==> config.mk <==
export PLATFORM = sky130hd
export DESIGN_NAME = hmmm_control_flat
export DESIGN_NICKNAME = d
export VERILOG_FILES = /design/src/rtl/hmmm_control_if.sv /design/src/rtl/hmmm_control.sv /design/src/flat_wrapper.sv
export SDC_FILE = /design/constraint.sdc
export NUM_CORES = 1
export LEC_CHECK = 0
export ABC_AREA = 1
export CORE_AREA = 3 3 53 55
export DETAILED_ROUTE_END_ITERATION = 6
export DIE_AREA = 0 0 56 58
export GPL_TIMING_DRIVEN = 0
export HOLD_SLACK_MARGIN = 0.03
export PLACE_DENSITY = 0.87
export SLEW_MARGIN = 0
export SYNTH_ARGS = -nofsm -noshare
export SYNTH_HDL_FRONTEND = slang
export SYNTH_SLANG_ARGS = --single-unit
==> constraint.sdc <==
create_clock -name clk -period 2.56 [get_ports clk]
set_clock_uncertainty 0.1 [all_clocks]
set_input_delay 0.64 -clock clk [delete_from_list [all_inputs] [get_ports clk]]
set_output_delay 0.64 -clock clk [all_outputs]
set_load 0.1 [all_outputs]
==> src/rtl/hmmm_control_if.sv <==
// Control-unit bus bundle: run/instruction/flag inputs and the datapath strobes.
// The master modport is the controller side, the slave modport the datapath side.
interface hmmm_control_if;
   localparam int unsigned INSTR_W = 16;
   localparam int unsigned SEL_W   = 4;

   logic               run;
   logic [INSTR_W-1:0] instr;
   logic               rx_zero;
   logic               rx_neg;

   logic               pc_out;
   logic               ram_out;
   logic               ir_out;
   logic               rf_out;
   logic               alu_out;
   logic               mar_in;
   logic               ir_in;
   logic               pc_in;
   logic               pc_inc;
   logic               rf_in;
   logic               ram_in;
   logic [SEL_W-1:0]   rf_sel;
   logic [SEL_W-1:0]   alu_op;
   logic               halted;
   logic               illegal;

   modport master (
      input  run, instr, rx_zero, rx_neg,
      output pc_out, ram_out, ir_out, rf_out, alu_out,
      output mar_in, ir_in, pc_in, pc_inc, rf_in, ram_in,
      output rf_sel, alu_op, halted, illegal
   );

   modport slave (
      output run, instr, rx_zero, rx_neg,
      input  pc_out, ram_out, ir_out, rf_out, alu_out,
      input  mar_in, ir_in, pc_in, pc_inc, rf_in, ram_in,
      input  rf_sel, alu_op, halted, illegal
   );
endinterface

==> src/rtl/hmmm_control.sv <==
// Moore control unit for the Hmmm datapath. Every output is registered: the
// strobes for a state are loaded on the edge that enters that state.
module hmmm_control (
   input  logic           clk,
   input  logic           rst,
   hmmm_control_if.master bus
);
   localparam int unsigned OPC_W = 4;

   typedef enum logic [2:0] {
      IDLE, FETCH_A, FETCH_B, DECODE, EXEC_A, EXEC_B, HALT
   } state_t;

   state_t           state;
   logic [OPC_W-1:0] opc;
   logic [OPC_W-1:0] rx;
   logic             is_halt;
   logic             unsupported;
   logic             jump_taken;
   logic             two_phase;

   assign opc       = bus.instr[15:12];
   assign rx        = bus.instr[11:8];
   assign is_halt   = (opc == OPC_W'(0)) && (bus.instr[7:0] == 8'h00);
   assign two_phase = (opc == OPC_W'(2)) || (opc == OPC_W'(3));

   // Encodings the datapath cannot execute
   always_comb begin
      unsupported = 1'b0;
      case (opc)
         4'h0:    unsupported = (bus.instr[7:0] != 8'h00) && (bus.instr[7:0] != 8'h03);
         4'h4:    unsupported = 1'b1;
         4'hB:    unsupported = (rx != OPC_W'(0));
         default: unsupported = 1'b0;
      endcase
   end

   // Conditional-jump predicate from the register-file flags
   always_comb begin
      jump_taken = 1'b1;
      case (opc)
         4'hC:    jump_taken = bus.rx_zero;
         4'hD:    jump_taken = !bus.rx_zero;
         4'hE:    jump_taken = !bus.rx_zero && !bus.rx_neg;
         4'hF:    jump_taken = bus.rx_neg;
         default: jump_taken = 1'b1;
      endcase
   end

   always_ff @(posedge clk) begin
      if (!rst) begin
         state       <= IDLE;
         bus.pc_out  <= 1'b0;
         bus.ram_out <= 1'b0;
         bus.ir_out  <= 1'b0;
         bus.rf_out  <= 1'b0;
         bus.alu_out <= 1'b0;
         bus.mar_in  <= 1'b0;
         bus.ir_in   <= 1'b0;
         bus.pc_in   <= 1'b0;
         bus.pc_inc  <= 1'b0;
         bus.rf_in   <= 1'b0;
         bus.ram_in  <= 1'b0;
         bus.rf_sel  <= '0;
         bus.alu_op  <= '0;
         bus.halted  <= 1'b0;
         bus.illegal <= 1'b0;
      end else begin
         // Strobes are single-cycle; halted/illegal hold until reset
         bus.pc_out  <= 1'b0;
         bus.ram_out <= 1'b0;
         bus.ir_out  <= 1'b0;
         bus.rf_out  <= 1'b0;
         bus.alu_out <= 1'b0;
         bus.mar_in  <= 1'b0;
         bus.ir_in   <= 1'b0;
         bus.pc_in   <= 1'b0;
         bus.pc_inc  <= 1'b0;
         bus.rf_in   <= 1'b0;
         bus.ram_in  <= 1'b0;
         bus.rf_sel  <= '0;
         bus.alu_op  <= '0;

         case (state)
            IDLE: begin
               if (bus.run) begin
                  state      <= FETCH_A;
                  bus.pc_out <= 1'b1;
                  bus.mar_in <= 1'b1;
               end
            end
            FETCH_A: begin
               state       <= FETCH_B;
               bus.ram_out <= 1'b1;
               bus.ir_in   <= 1'b1;
               bus.pc_inc  <= 1'b1;
            end
            FETCH_B: state <= DECODE;
            DECODE: begin
               if (is_halt) begin
                  state      <= HALT;
                  bus.halted <= 1'b1;
               end else if (unsupported) begin
                  state       <= HALT;
                  bus.halted  <= 1'b1;
                  bus.illegal <= 1'b1;
               end else begin
                  state      <= EXEC_A;
                  bus.rf_sel <= rx;
                  case (opc)
                     4'h0: begin
                        bus.rf_out <= 1'b1;
                        bus.pc_in  <= 1'b1;
                     end
                     4'h1: begin
                        bus.ir_out <= 1'b1;
                        bus.rf_in  <= 1'b1;
                     end
                     4'h2, 4'h3: begin
                        bus.ir_out <= 1'b1;
                        bus.mar_in <= 1'b1;
                     end
                     4'h5, 4'h6, 4'h7, 4'h8, 4'h9, 4'hA: begin
                        bus.alu_out <= 1'b1;
                        bus.rf_in   <= 1'b1;
                        bus.alu_op  <= opc;
                     end
                     default: begin
                        bus.ir_out <= jump_taken;
                        bus.pc_in  <= jump_taken;
                     end
                  endcase
               end
            end
            EXEC_A: begin
               if (two_phase) begin
                  state      <= EXEC_B;
                  bus.rf_sel <= rx;
                  if (opc == OPC_W'(2)) begin
                     bus.ram_out <= 1'b1;
                     bus.rf_in   <= 1'b1;
                  end else begin
                     bus.rf_out <= 1'b1;
                     bus.ram_in <= 1'b1;
                  end
               end else begin
                  state      <= FETCH_A;
                  bus.pc_out <= 1'b1;
                  bus.mar_in <= 1'b1;
               end
            end
            EXEC_B: begin
               state      <= FETCH_A;
               bus.pc_out <= 1'b1;
               bus.mar_in <= 1'b1;
            end
            HALT:    state <= HALT;
            default: state <= IDLE;
         endcase
      end
   end
endmodule

==> src/flat_wrapper.sv <==
// flat-port wrapper written by rule: the top's interface ports become plain ports
module hmmm_control_flat 
  (clk, rst, bus_run, bus_instr, bus_rx_zero, bus_rx_neg, bus_pc_out, bus_ram_out, bus_ir_out, bus_rf_out, bus_alu_out, bus_mar_in, bus_ir_in, bus_pc_in, bus_pc_inc, bus_rf_in, bus_ram_in, bus_rf_sel, bus_alu_op, bus_halted, bus_illegal);
  hmmm_control_if bus_i ();
  input  logic clk;
  input  logic rst;
  input wire logic [$bits(bus_i.run)-1:0] bus_run;
  input wire logic [$bits(bus_i.instr)-1:0] bus_instr;
  input wire logic [$bits(bus_i.rx_zero)-1:0] bus_rx_zero;
  input wire logic [$bits(bus_i.rx_neg)-1:0] bus_rx_neg;
  output wire logic [$bits(bus_i.pc_out)-1:0] bus_pc_out;
  output wire logic [$bits(bus_i.ram_out)-1:0] bus_ram_out;
  output wire logic [$bits(bus_i.ir_out)-1:0] bus_ir_out;
  output wire logic [$bits(bus_i.rf_out)-1:0] bus_rf_out;
  output wire logic [$bits(bus_i.alu_out)-1:0] bus_alu_out;
  output wire logic [$bits(bus_i.mar_in)-1:0] bus_mar_in;
  output wire logic [$bits(bus_i.ir_in)-1:0] bus_ir_in;
  output wire logic [$bits(bus_i.pc_in)-1:0] bus_pc_in;
  output wire logic [$bits(bus_i.pc_inc)-1:0] bus_pc_inc;
  output wire logic [$bits(bus_i.rf_in)-1:0] bus_rf_in;
  output wire logic [$bits(bus_i.ram_in)-1:0] bus_ram_in;
  output wire logic [$bits(bus_i.rf_sel)-1:0] bus_rf_sel;
  output wire logic [$bits(bus_i.alu_op)-1:0] bus_alu_op;
  output wire logic [$bits(bus_i.halted)-1:0] bus_halted;
  output wire logic [$bits(bus_i.illegal)-1:0] bus_illegal;
  assign bus_i.run = bus_run;
  assign bus_i.instr = bus_instr;
  assign bus_i.rx_zero = bus_rx_zero;
  assign bus_i.rx_neg = bus_rx_neg;
  assign bus_pc_out = bus_i.pc_out;
  assign bus_ram_out = bus_i.ram_out;
  assign bus_ir_out = bus_i.ir_out;
  assign bus_rf_out = bus_i.rf_out;
  assign bus_alu_out = bus_i.alu_out;
  assign bus_mar_in = bus_i.mar_in;
  assign bus_ir_in = bus_i.ir_in;
  assign bus_pc_in = bus_i.pc_in;
  assign bus_pc_inc = bus_i.pc_inc;
  assign bus_rf_in = bus_i.rf_in;
  assign bus_ram_in = bus_i.ram_in;
  assign bus_rf_sel = bus_i.rf_sel;
  assign bus_alu_op = bus_i.alu_op;
  assign bus_halted = bus_i.halted;
  assign bus_illegal = bus_i.illegal;
  hmmm_control u_core (.clk(clk), .rst(rst), .bus(bus_i));
endmodule
==> out/qor.csv <==
stage,metric,value,unit
sta,final hold vios,0,
worst_setup_path,number of buffer and inverter stages on the critical path,1,
drt,1st-pass router iterations,7,
grt,first-pass GRT wire length,4.22,mm
floorplan,full die area,3250,sq um
run_status,outcome,finished clean,
clock_tree,H-tree depth,1,
grt,vias in the first global route,1001,
worst_setup_path,worst setup path endpoint,bus_rf_in,
layout,Nets,212,
worst_setup_path,slowest CP cell,clkdlybuf4s50_1,
yosys,flop and latch count out of synthesis,23,
power_and_ir_drop,highest ir drop seen on vdd,0.413,mV
worst_setup_path,r2r endpoint,u_core.bus.rf_out$_SDFF_PN0_,
worst_setup_path,CP Depth,1,
drt,ANT nets after route,0,
clock_tree,root buf cell,clkbuf_4,
sta,"Slew Viols, Final",0,
clock_tree,number of setup buffers added after CTS,0,
worst_setup_path,"slowest stage delay, CP",1130,ps
drt,WL per Instance,11.1,um
drt,"wirelength, routed",2.45,mm
drt,DR vias,1067,
layout,"commonest non-fill, non-tap cell in the layout",clkdlybuf4s50_1,
sta,setup TNS,0,ps
worst_setup_path,CP cell instances,clkdlybuf4s50_1,
worst_setup_path,CP startpoint kind,flip-flop,
yosys,yosys warns,0,
placed_design,Post-DP HPWL,1.92,mm
yosys,Unique masters post-synth,22,
worst_setup_path,"CP delay by family, top",buffers and inverters,
yosys,post-synthesis cell count,146,
floorplan,Die X,56,um
floorplan,Top Ports,42,
worst_setup_path,CP Class,reg -> out,
placed_design,GPL Wtd Cong,0.892,
worst_setup_path,Critical R2R Launch,u_core.state[1]$_SDFFE_PN0P_,
sta,Tmin final,2520,ps
layout,most frequent cells in the layout,"clkdlybuf4s50_1 (32), nand2_1 (26), nor2_1 (25), dfxtp_1 (23)",
yosys,register area share after synthesis,44.3,%
layout,ant diodes,0,
worst_setup_path,worst path required time,1820,ps
drt,drt initial violations,33,
sta,Max-slew headroom,34.4,%
layout,final core occ,62.6,%
worst_setup_path,worst r2r path cells,4,
job,max cap viols,0,
grt,total grt overflow,0,
worst_setup_path,Setup crit end kind,output pin,
sta,Hold WS,376,ps
clock_tree,CTS tree,built,
worst_setup_path,CP Data Arrival Time,1780,ps
sta,unrepaired setup endpoints after global routing,no,
worst_setup_path,CP Max Fanout,1,
placed_design,# port buffers,40,
sta,fin crit share,98.4,%
sta,setup violators final,0,
drt,vias per cell,4.85,
floorplan,chip height,58,um
yosys,Post-Syn Area per Cell,7.12,sq um
clock_tree,clock slew seen by the registers of the worst setup and hold paths,120,ps
drt,drt drc,0,
layout,Area growth syn-to-layout,46.3,%
layout,share of layout cells above drive strength 1,14.2,%
grt,initial antenna violation count,0,
floorplan,row cnt,18,
layout,post-route insts no fill,220,
clock_tree,Clock Path Buffers,2,
floorplan,starting density of the core,42.7,%
power_and_ir_drop,Pwr per Cell Area,492,nW/um^2
floorplan,Core ar.,2430,sq um
sta,fmax,0.397,GHz
clock_tree,Skew-Pair Late Insertion Delay,320,ps
power_and_ir_drop,leakage power,0.759,nW
yosys,Mapped Nets,167,
worst_setup_path,crit path launch,u_core.bus.rf_in$_SDFF_PN0_,
min_path,type of the tightest min-delay check,reg -> reg,
clock_tree,Clock Sinks,23,
worst_setup_path,R2R Setup Slk,1170,ps
grt,global-route usage over all layers,16.3,%
min_path,hold depth,2,
placed_design,# placed instances,216,
grt,largest net degree at the start of global routing,14,
yosys,Syn Std Cell Area,1040,sq um
sta,Least-Margin Pin Slew,982,ps
clock_tree,Num CTS Buffers,3,
-- final cells by class --
type                            instances  area, sq um
Multi-Input combinational cell         97          474
Tap cell                               30         37.5
Clock inverter                          1         5.00
Fill cell                             230          911
Timing Repair Buffer                   40          417
Inverter                               23         86.3
Sequential cell                        23          460
Buffer                                  3         18.8
Clock buffer                            3         22.5
-- cell usage after synthesis --
master | instances | area share, %
a21oi_1 | 14 | 6.7
a21oi_2 | 2 | 1.7
a31oi_1 | 1 | 0.60
buf_4 | 2 | 1.4
clkbuf_1 | 1 | 0.36
dfxtp_1 | 23 | 44
inv_1 | 14 | 5.1
inv_2 | 9 | 3.2
nand2_1 | 26 | 9.4
nand2_2 | 2 | 1.2
nand2_4 | 1 | 1.1
nand3_1 | 7 | 3.4
nand3_2 | 2 | 1.9
nand3b_1 | 2 | 1.4
nand4_1 | 3 | 1.8
nor2_1 | 25 | 9.0
nor2_2 | 4 | 2.4
nor3_1 | 1 | 0.48
nor3_2 | 1 | 0.96
nor4_1 | 1 | 0.60
o211ai_1 | 2 | 1.4
o21ai_1 | 3 | 1.4
-- layer usage --
metal | GRT usage (%) | wire (um) | vias up
met1 | 19.1 | 1020 | 473
met4 | 7.80 | 50 | 0
met3 | 4.01 | 176 | 5
met5 | 0 | 0 | -
met2 | 28.0 | 1200 | 34
li1 | - | - | 555
-- kinds of logic after synthesis --
group	synth area share, %
buffers and inverters	10.1
AOI/OAI and AO/OA	11.9
DFF	44.3
and+or+nand+nor	33.7
-- through the flow --
stage                     setup slack, ps  cell area (sq um)  power, mW
final                                42.2               1520      0.748
after global routing                 10.1               1520      0.786
after CTS                            5.75               1500      0.747
after detailed placement              276               1480      0.589
after global placement                305               1480      0.582
after floorplan                       464               1040      0.521
-- power breakdown --
| group | switching [mW] | internal [mW] | total (mW) |
|---|---|---|---|
| logic | 0.132 | 0.0673 | 0.199 |
| clock network | 0.109 | 0.0586 | 0.168 |
| registers | 0.0109 | 0.371 | 0.382 |
-- flip-flops by register name, indices dropped and copies added, names as in the netlist --
register,count
u_core.bus.pc_in,1
u_core.bus.illegal,1
u_core.bus.rf_sel,4
u_core.bus.ram_out,1
u_core.bus.ir_in,1
u_core.bus.pc_out,1
u_core.bus.alu_op,4
u_core.bus.halted,1
u_core.bus.ram_in,1
u_core.bus.ir_out,1
u_core.bus.rf_out,1
u_core.state,3
u_core.bus.alu_out,1
u_core.bus.mar_in,1
u_core.bus.rf_in,1
-- repair_timing --
item / CTS / global route
hold buffers: 0 / 0
endpoints found under the setup margin: 1 / 7
cloned: 0 / 0
resized for setup: 1 / 7
endpoints found under the hold margin: 0 / 0
-- worst min-delay path by stage --
| stage | start | endpoint | slack (ps) |
|---|---|---|---|
| 6_report | u_core.bus.halted$_SDFFE_PN0P_ | u_core.bus.halted$_SDFFE_PN0P_ | 380 |
| 5_1_grt | u_core.bus.halted$_SDFFE_PN0P_ | u_core.bus.halted$_SDFFE_PN0P_ | 390 |
| 4_1_cts | u_core.bus.halted$_SDFFE_PN0P_ | u_core.bus.halted$_SDFFE_PN0P_ | 380 |
| 3_5_place_dp | u_core.bus.halted$_SDFFE_PN0P_ | u_core.bus.halted$_SDFFE_PN0P_ | 350 |
| 3_3_place_gp | u_core.bus.halted$_SDFFE_PN0P_ | u_core.bus.halted$_SDFFE_PN0P_ | 350 |
| 2_1_floorplan | u_core.state[2]$_SDFFE_PN0P_ | u_core.state[2]$_SDFFE_PN0P_ | 420 |
-- worst min-delay path: cells and delay by family (launching register included) --
family                 cells  cell delay, ps
DFF                        1             340
buffers and inverters      1              50
AOI/OAI and AO/OA          1              50
Note: power is estimated with default switching activity, not from simulation.
